$ cat src/rtl/wb_boot_sequencer_if.sv
// Wishbone classic single-cycle bus between the boot sequencer (master)
// and the downstream register slave.
interface wb_boot_sequencer_if #(
  parameter int ADDR_W = 32,
  parameter int DATA_W = 32,
  parameter int SEL_W  = DATA_W / 8
);
  logic              wb_cyc_o;
  logic              wb_stb_o;
  logic              wb_we_o;
  logic [SEL_W-1:0]  wb_sel_o;
  logic [ADDR_W-1:0] wb_adr_o;
  logic [DATA_W-1:0] wb_dat_o;
  logic [DATA_W-1:0] wb_dat_i;
  logic              wb_ack_i;

  modport master (
    output wb_cyc_o, wb_stb_o, wb_we_o, wb_sel_o, wb_adr_o, wb_dat_o,
    input  wb_dat_i, wb_ack_i
  );

  modport slave (
    input  wb_cyc_o, wb_stb_o, wb_we_o, wb_sel_o, wb_adr_o, wb_dat_o,
    output wb_dat_i, wb_ack_i
  );
endinterface

$ cat src/rtl/wb_boot_sequencer.sv
// Replays an external command table onto a Wishbone master port after start_i,
// with read capture, per-transaction ack timeout, inter-command gap and looping.
module wb_boot_sequencer #(
  parameter int ADDR_W     = 32,
  parameter int DATA_W     = 32,
  parameter int SEL_W      = DATA_W / 8,
  parameter int N_CMDS     = 16,
  parameter int IDX_W      = 4,
  parameter int GAP_CYCLES = 0,
  parameter int TIMEOUT    = 255,
  parameter int LOOP       = 0
) (
  input  logic              clk,
  input  logic              reset,
  input  logic              start_i,
  output logic [IDX_W-1:0]  cmd_idx_o,
  input  logic              cmd_we_i,
  input  logic [SEL_W-1:0]  cmd_sel_i,
  input  logic [ADDR_W-1:0] cmd_adr_i,
  input  logic [DATA_W-1:0] cmd_dat_i,
  wb_boot_sequencer_if.master wb,
  output logic              busy_o,
  output logic              done_o,
  output logic              error_o,
  output logic [IDX_W-1:0]  err_idx_o,
  output logic [DATA_W-1:0] rd_data_o
);

  localparam logic [2:0] IDLE  = 3'd0;
  localparam logic [2:0] FETCH = 3'd1;
  localparam logic [2:0] BUS   = 3'd2;
  localparam logic [2:0] GAP   = 3'd3;
  localparam logic [2:0] DONE  = 3'd4;
  localparam logic [2:0] ERR   = 3'd5;

  localparam int TO_W     = (TIMEOUT > 1) ? $clog2(TIMEOUT) : 1;
  localparam int GAP_LAST = (GAP_CYCLES > 1) ? GAP_CYCLES - 2 : 0;
  localparam int GAP_W    = (GAP_LAST > 0) ? $clog2(GAP_LAST + 1) : 1;

  logic [2:0]        state_q, state_d;
  logic [IDX_W-1:0]  idx_q, idx_d;
  logic              cyc_q, cyc_d;
  logic              we_q, we_d;
  logic [SEL_W-1:0]  sel_q, sel_d;
  logic [ADDR_W-1:0] adr_q, adr_d;
  logic [DATA_W-1:0] dat_q, dat_d;
  logic [TO_W-1:0]   cnt_q, cnt_d;
  logic [GAP_W-1:0]  gap_q, gap_d;
  logic              done_q, done_d;
  logic              err_q, err_d;
  logic [IDX_W-1:0]  err_idx_q, err_idx_d;
  logic [DATA_W-1:0] rd_q, rd_d;
  logic              adv;

  always_comb begin
    state_d   = state_q;
    idx_d     = idx_q;
    cyc_d     = cyc_q;
    we_d      = we_q;
    sel_d     = sel_q;
    adr_d     = adr_q;
    dat_d     = dat_q;
    cnt_d     = cnt_q;
    gap_d     = gap_q;
    done_d    = done_q;
    err_d     = err_q;
    err_idx_d = err_idx_q;
    rd_d      = rd_q;
    adv       = 1'b0;

    case (state_q)
      IDLE, DONE, ERR: begin
        if (start_i) begin
          idx_d     = '0;
          done_d    = 1'b0;
          err_d     = 1'b0;
          err_idx_d = '0;
          state_d   = FETCH;
        end
      end
      FETCH: begin
        we_d    = cmd_we_i;
        sel_d   = cmd_sel_i;
        adr_d   = cmd_adr_i;
        dat_d   = cmd_dat_i;
        cnt_d   = '0;
        cyc_d   = 1'b1;
        state_d = BUS;
      end
      BUS: begin
        // Ack is tested first so an ack on the timeout cycle still completes.
        if (wb.wb_ack_i) begin
          cyc_d = 1'b0;
          if (!we_q) rd_d = wb.wb_dat_i;
          if (GAP_CYCLES > 1) begin
            gap_d   = '0;
            state_d = GAP;
          end else begin
            adv = 1'b1;
          end
        end else if (cnt_q == TO_W'(TIMEOUT - 1)) begin
          cyc_d     = 1'b0;
          err_d     = 1'b1;
          err_idx_d = idx_q;
          state_d   = ERR;
        end else begin
          cnt_d = cnt_q + 1'b1;
        end
      end
      GAP: begin
        // FETCH is itself an idle bus cycle, so GAP holds GAP_CYCLES-1 cycles
        // to give exactly GAP_CYCLES low cycles between strobes.
        if (gap_q == GAP_W'(GAP_LAST)) adv = 1'b1;
        else gap_d = gap_q + 1'b1;
      end
      default: state_d = IDLE;
    endcase

    if (adv) begin
      if (idx_q != IDX_W'(N_CMDS - 1)) begin
        idx_d   = idx_q + 1'b1;
        state_d = FETCH;
      end else if (LOOP != 0) begin
        idx_d   = '0;
        state_d = FETCH;
      end else begin
        done_d  = 1'b1;
        state_d = DONE;
      end
    end
  end

  always_ff @(posedge clk or posedge reset) begin
    if (reset) begin
      state_q   <= IDLE;
      idx_q     <= '0;
      cyc_q     <= 1'b0;
      we_q      <= 1'b0;
      sel_q     <= '0;
      adr_q     <= '0;
      dat_q     <= '0;
      cnt_q     <= '0;
      gap_q     <= '0;
      done_q    <= 1'b0;
      err_q     <= 1'b0;
      err_idx_q <= '0;
      rd_q      <= '0;
    end else begin
      state_q   <= state_d;
      idx_q     <= idx_d;
      cyc_q     <= cyc_d;
      we_q      <= we_d;
      sel_q     <= sel_d;
      adr_q     <= adr_d;
      dat_q     <= dat_d;
      cnt_q     <= cnt_d;
      gap_q     <= gap_d;
      done_q    <= done_d;
      err_q     <= err_d;
      err_idx_q <= err_idx_d;
      rd_q      <= rd_d;
    end
  end

  assign wb.wb_cyc_o = cyc_q;
  assign wb.wb_stb_o = cyc_q;
  assign wb.wb_we_o  = we_q;
  assign wb.wb_sel_o = sel_q;
  assign wb.wb_adr_o = adr_q;
  assign wb.wb_dat_o = dat_q;

  assign cmd_idx_o = idx_q;
  assign busy_o    = (state_q == FETCH) || (state_q == BUS) || (state_q == GAP);
  assign done_o    = done_q;
  assign error_o   = err_q;
  assign err_idx_o = err_idx_q;
  assign rd_data_o = rd_q;

endmodule

$ cat src/flat_wrapper.sv
// flat-port wrapper written by rule: the top's interface ports become plain ports
module wb_boot_sequencer_flat 
#(
  parameter int ADDR_W     = 32,
  parameter int DATA_W     = 32,
  parameter int SEL_W      = DATA_W / 8,
  parameter int N_CMDS     = 16,
  parameter int IDX_W      = 4,
  parameter int GAP_CYCLES = 0,
  parameter int TIMEOUT    = 255,
  parameter int LOOP       = 0
)
  (clk, reset, start_i, cmd_idx_o, cmd_we_i, cmd_sel_i, cmd_adr_i, cmd_dat_i, busy_o, done_o, error_o, err_idx_o, rd_data_o, wb_wb_cyc_o, wb_wb_stb_o, wb_wb_we_o, wb_wb_sel_o, wb_wb_adr_o, wb_wb_dat_o, wb_wb_dat_i, wb_wb_ack_i);
  wb_boot_sequencer_if #(.ADDR_W(ADDR_W), .DATA_W(DATA_W), .SEL_W(SEL_W)) wb_i ();
  input  logic clk;
  input  logic reset;
  input  logic start_i;
  output logic [IDX_W-1:0] cmd_idx_o;
  input  logic cmd_we_i;
  input  logic [SEL_W-1:0] cmd_sel_i;
  input  logic [ADDR_W-1:0] cmd_adr_i;
  input  logic [DATA_W-1:0] cmd_dat_i;
  output logic busy_o;
  output logic done_o;
  output logic error_o;
  output logic [IDX_W-1:0] err_idx_o;
  output logic [DATA_W-1:0] rd_data_o;
  output wire logic [$bits(wb_i.wb_cyc_o)-1:0] wb_wb_cyc_o;
  output wire logic [$bits(wb_i.wb_stb_o)-1:0] wb_wb_stb_o;
  output wire logic [$bits(wb_i.wb_we_o)-1:0] wb_wb_we_o;
  output wire logic [$bits(wb_i.wb_sel_o)-1:0] wb_wb_sel_o;
  output wire logic [$bits(wb_i.wb_adr_o)-1:0] wb_wb_adr_o;
  output wire logic [$bits(wb_i.wb_dat_o)-1:0] wb_wb_dat_o;
  input wire logic [$bits(wb_i.wb_dat_i)-1:0] wb_wb_dat_i;
  input wire logic [$bits(wb_i.wb_ack_i)-1:0] wb_wb_ack_i;
  assign wb_wb_cyc_o = wb_i.wb_cyc_o;
  assign wb_wb_stb_o = wb_i.wb_stb_o;
  assign wb_wb_we_o = wb_i.wb_we_o;
  assign wb_wb_sel_o = wb_i.wb_sel_o;
  assign wb_wb_adr_o = wb_i.wb_adr_o;
  assign wb_wb_dat_o = wb_i.wb_dat_o;
  assign wb_i.wb_dat_i = wb_wb_dat_i;
  assign wb_i.wb_ack_i = wb_wb_ack_i;
  wb_boot_sequencer #(.ADDR_W(ADDR_W), .DATA_W(DATA_W), .SEL_W(SEL_W), .N_CMDS(N_CMDS), .IDX_W(IDX_W), .GAP_CYCLES(GAP_CYCLES), .TIMEOUT(TIMEOUT), .LOOP(LOOP)) u_core (.clk(clk), .reset(reset), .start_i(start_i), .cmd_idx_o(cmd_idx_o), .cmd_we_i(cmd_we_i), .cmd_sel_i(cmd_sel_i), .cmd_adr_i(cmd_adr_i), .cmd_dat_i(cmd_dat_i), .wb(wb_i), .busy_o(busy_o), .done_o(done_o), .error_o(error_o), .err_idx_o(err_idx_o), .rd_data_o(rd_data_o));
endmodule
$ cat config.mk
export PLATFORM = sky130hd
export DESIGN_NAME = wb_boot_sequencer_flat
export DESIGN_NICKNAME = d
export VERILOG_FILES = /design/src/rtl/wb_boot_sequencer_if.sv /design/src/rtl/wb_boot_sequencer.sv /design/src/flat_wrapper.sv
export SDC_FILE = /design/constraint.sdc
export NUM_CORES = 1
export LEC_CHECK = 0
export CAP_MARGIN = 20
export CORE_MARGIN = 2
export CORE_UTILIZATION = 38
export CTS_BUF_LIST = sky130_fd_sc_hd__clkbuf_8 sky130_fd_sc_hd__clkbuf_16
export CTS_CLUSTER_DIAMETER = 150
export DETAILED_ROUTE_END_ITERATION = 8
export PLACE_DENSITY = 0.74
export RECOVER_POWER = 100
export SETUP_SLACK_MARGIN = 0.05
export SLEW_MARGIN = 30
export SYNTH_ARGS = -nofsm -noshare
export SYNTH_HDL_FRONTEND = slang
export SYNTH_SLANG_ARGS = --single-unit
export TNS_END_PERCENT = 20
$ cat constraint.sdc
create_clock -name clk -period 4.05 [get_ports clk]
set_clock_uncertainty 0.1 [all_clocks]
set_input_delay 0.81 -clock clk [delete_from_list [all_inputs] [get_ports clk]]
set_output_delay 0.81 -clock clk [all_outputs]
set_load 0.05 [all_outputs]
Word level (Yosys, flattened, before mapping) --
Cells that the tools add are included.
Operators by class: $add $sub $neg 3, equal/unequal tests 16, multiplexer cells 32, bitwise operators 1, reductions and logical operators 11
Operator list (count):
- $mux 4 | 7
- $mux 8 | 2
- $pmux 8 s2 | 1
- $mux 3 | 5
- $mux 1 | 12
- $pmux 3 s4 | 1
- $ne 3x2->1 const B | 3
- $add 8x1->8 const B | 1
- $eq 8x8->1 const B | 1
- $pmux 4 s2 | 1
- $reduce_and 4->1 | 2
- $eq 3x2->1 const B | 2
- $eq 3x3->1 const B | 2
- $ne 2x2->1 const B | 3
- $pmux 1 s2 | 3
- $reduce_and 3->1 | 2
- $add 4x1->4 const B | 1
- $ne 2x1->1 const B | 2
- $ne 4x4->1 const B | 1
- $reduce_bool 2->1 | 2
- $eq 3x1->1 const B | 1
- $logic_not 3->1 | 1
- $ne 3x1->1 const B | 1
- $reduce_or 3->1 | 1
- 4 further kinds | 5
Storage, ports and cells: flip-flop bits (word level) 124, input port bits 105, logic and storage cells 76

Logic depth before layout (Yosys ltp) --
depth in word-level cells 5, depth in mapped cells 7, mapped depth without buffers 6

Least setup slack after synthesis --
Ideal clock, no wire load.
path kind register to output, from register u_core.state_q[2], to output port busy_o, arrival 1.267 ns, required time 3.140 ns, slack 1.873 ns, cell stages (with the launch flop) 3, cells stage by stage dfrtp_1 > clkbuf_1 > nor2_1
On the way: cells in the longest elaborated chain, start to end 3, elaborated cells on any way between the ends 5, classes of those cells 3 x eq/ne; 2 x reduce/logical
RTL lines:
- from (decl) | RTL line wb_boot_sequencer.sv:40 | logic [2:0] state_q, state_d;
- from (signal assigned) | RTL line wb_boot_sequencer.sv:149 | state_q <= state_d;
- $eq 3x1->1 or $eq 3x2->1 (tied branches) | RTL line wb_boot_sequencer.sv:173 | assign busy_o = (state_q == FETCH) || (state_q == BUS) || (state_q == GAP);
- $logic_or 1x1->1 | RTL line wb_boot_sequencer.sv:173
- $logic_or 1x1->1 * | RTL line wb_boot_sequencer.sv:173
- to (decl) | RTL line flat_wrapper.sv:23 | output logic busy_o;
Every way passes the cells marked *; elsewhere a longest branch is shown, timed or not.

Worst setup path in the final report --
from register u_core.state_q[1], to output port busy_o
Same word-level chain as after synthesis.

==> impl_metrics.toml <==
[outcome]
status = "finished, violations left"
violations = "capacitance limit, slew limit"

[sta]
rsz0062_at_grt = "no"
setup_violations = 0
tightest_slew_ns = 1.661
setup_tns_ns = 0
min_period_over_period_pct = 79.45
holdWs_ns = 0.3671
fin_crit_ns = 3.218
fmax_mhz = 310.8
relSlewSlack_pct = -11.34
drv_slew = 37
hold_viol = 0

[pwr]
internal_power_mw = 4.126
pwr-share-comb_pct = 53.2
switching_share_pct = 47.62
clock_power_share_pct = 19.7
power.switching_mw = 3.751
p_leak_nw = 3.863
powerDensity_mw_per_mm2 = 983.9
worst_ir_drop_vdd_mv = 0.5910
p_seq_share_pct = 27.0

[clock_tree]
clock_latency_ns = 0.40
cts_tree = "yes"
holdBufCountCts = 0
cts.repair.resized = 0
cts_num_sinks = 123
cts_htree_levels = 4
cts-root-buf = "clkbuf_16"
clk_path_buf_depth = 2
numCtsBuffers = 17
cts.reportedPaths.clkPinSlew_ns = 0.05
post_cts_buffers = 0

[routing]
routed_via_density = 4.648
drtIter0Drc = 167
wl_per_cell_um = 14.19
ant_nets = 0
drc_errors = 0
vias = 4197
firstDrtPassIters = 4
wirelength_mm = 12.81

[final_layout]
syn_to_final_growth_pct = 57.39
drive_above_1_share_pct = 10.32
fin_nets = 822
finalCoreUtilization_pct = 60.93
diodes = 0

[logic_synthesis]
synth_edf_count = 0
ys_seq_area_share_pct = 60.52
synthCells = 495
ys.flop_type = "dfrtp_1"
netlist_area_mm2 = 0.005086
ys_ff_latch = 123
ys_async_sr_fraction_pct = 100.0
syn_nets = 603
syn_area_per_cell_um2 = 10.28
synth.distinct_cells = 46
ys_warn_count = 0

[die]
die_area_mm2 = 0.01433
die-width_um = 119.7
initial_utilization_pct = 38.71
die_h_um = 119.7
core_mm2 = 0.01314
num_rows = 42
io_pins = 219

[critical_path]
start_kind = "flip-flop"
arrival_ns = 2.31
path_class = "reg -> out"
cp.required_ns = 3.14
critical_path.endpoint_type = "output port"
path_max_fanout = 18

[flow_run]
max-cap-violations = 1

[global_routing]
overflow = 0
grt_pass1_wl_mm = 21.11
grt_max_degree = 74
antenna_found_initial = 0
grt_pass1_vias = 4276
track_usage_pct = 18.50

[min_path]
min_path_type = "reg -> reg"

[placed_design]
gp_congestion = 0.8376
io_buffer_count = 218
dp_hpwl_mm = 9.035
==> layout by cell type (no fill, tap or decap), types with 2 or more instances in the layout <==
cell type and count:
clkinv_2 4, mux2i_1 9, o31ai_1 3, clkbuf_1 4
nor2b_1 4, o21a_1 2, inv_1 12, or4_1 2
ha_1 3, or3_1 2, or2_2 5, o22ai_1 2
clkdlybuf4s50_1 101, dlygate4sd3_1 117, clkbuf_16 17, o21ai_0 9
dfrtp_1 123, bufinv_16 4, nand3_1 6, clkbuf_8 2
nor3_1 2, nand2_1 220, nor2_1 8, mux2_2 32
a21oi_1 4
==> per-stage QoR <==
stage	instances	cell area, um2	total power [mW]	setup WS, ns
3_5_place_dp	871	7431	6.602	1.247
3_3_place_gp	871	7431	6.503	1.338
4_1_cts	903	8043	8.194	0.8824
5_1_grt	903	8005	8.319	0.6822
2_1_floorplan	495	5090	5.131	1.629
6_report	903	8005	7.877	0.8321
==> critical path, cell delays in order, from the launching register on <==
cell and delay [ns]:
dfrtp_1 0.70, nor2_1 0.18, nor2_1 0.15, dlygate4sd3_1 0.89
==> final cells by class <==
cell class | instances | area [um2]
Clock buffer | 19 | 452.9
Multi-Input combinational cell | 340 | 1839
Sequential cell | 123 | 3078
Fill cell | 1083 | 5132
Inverter | 8 | 31.28
Tap cell | 176 | 220.2
Clock inverter | 13 | 158.9
Timing Repair Buffer | 224 | 2225
==> kinds of logic after synthesis <==
kind of cell	count (synthesis)	synth area share, %
multiplexers	42	9.151
adder cells (fa/ha/maj)	3	0.7381
flip-flops	123	60.52
AND/OR/NAND/NOR	263	22.07
AO/OA/AOI/OAI	31	4.231
XOR/XNOR	1	0.1722
buffers and inverters	32	3.124
==> final timing paths <==
kind	start	end	slack [ns]	cells after the start
worst max-delay path	u_core.state_q[1]	busy_o	0.83	3
worst min-delay path	u_core.wb.wb_dat_o[22]	u_core.wb.wb_dat_o[22]	0.37	2
worst max register to register	u_core.state_q[1]	u_core.rd_data_o[17]	0.85	3
worst min register to register	u_core.wb.wb_dat_o[22]	u_core.wb.wb_dat_o[22]	0.37	2
max in group asynchronous	reset	u_core.wb.wb_dat_o[5]	1.32	3
min in group asynchronous	reset	u_core.rd_data_o[27]	1.17	2
==> cells in the mapped netlist (all sizes together), types with 3 or more instances <==
library cell	instances	share of area [%]
a21oi	4	0.39
buf	15	1.9
clkbuf	9	0.66
dfrtp	123	61
ha	3	0.74
inv	8	0.59
mux2	33	7.4
mux2i	9	1.8
nand2	220	16
nand3	6	0.59
nor2	8	0.59
nor2b	5	0.62
o21a	3	0.59
o21ai	9	0.89
o31ai	3	0.44
or2	6	0.74
==> power by group through the flow <==
stage / sequential (mW) / clock (mW) / combinational, mW
2_1_floorplan: 3.92 / 0 / 1.21
3_3_place_gp: 2.14 / 0 / 4.36
3_5_place_dp: 2.16 / 0 / 4.44
5_1_grt: 2.21 / 1.66 / 4.46
6_report: 2.13 / 1.55 / 4.19
4_1_cts: 2.16 / 1.59 / 4.45
==> layer usage <==
| metal | track usage [%] | share of wire, % | vias to the layer above |
|---|---|---|---|
| met5 | 0 | 0 | - |
| met4 | 8.088 | 2.5 | 0 |
| met3 | 6.606 | 7.8 | 27 |
| met2 | 28.57 | 47 | 169 |
| met1 | 23.48 | 43 | 1956 |
| li1 | - | - | 2045 |
==> state kept, by name, indices dropped and copies added (netlist names) <==
signal and flops:
u_core.wb.wb_adr_o 32, u_core.wb.wb_sel_o 4, u_core.wb.wb_cyc_o 1, u_core.cmd_idx_o 4, u_core.state_q 3, u_core.wb.wb_dat_o 32
u_core.rd_data_o 32, u_core.done_o 1, u_core.wb.wb_we_o 1, u_core.err_idx_o 4, u_core.error_o 1, u_core.cnt_q 8
Power figures use the tool's default switching activity.
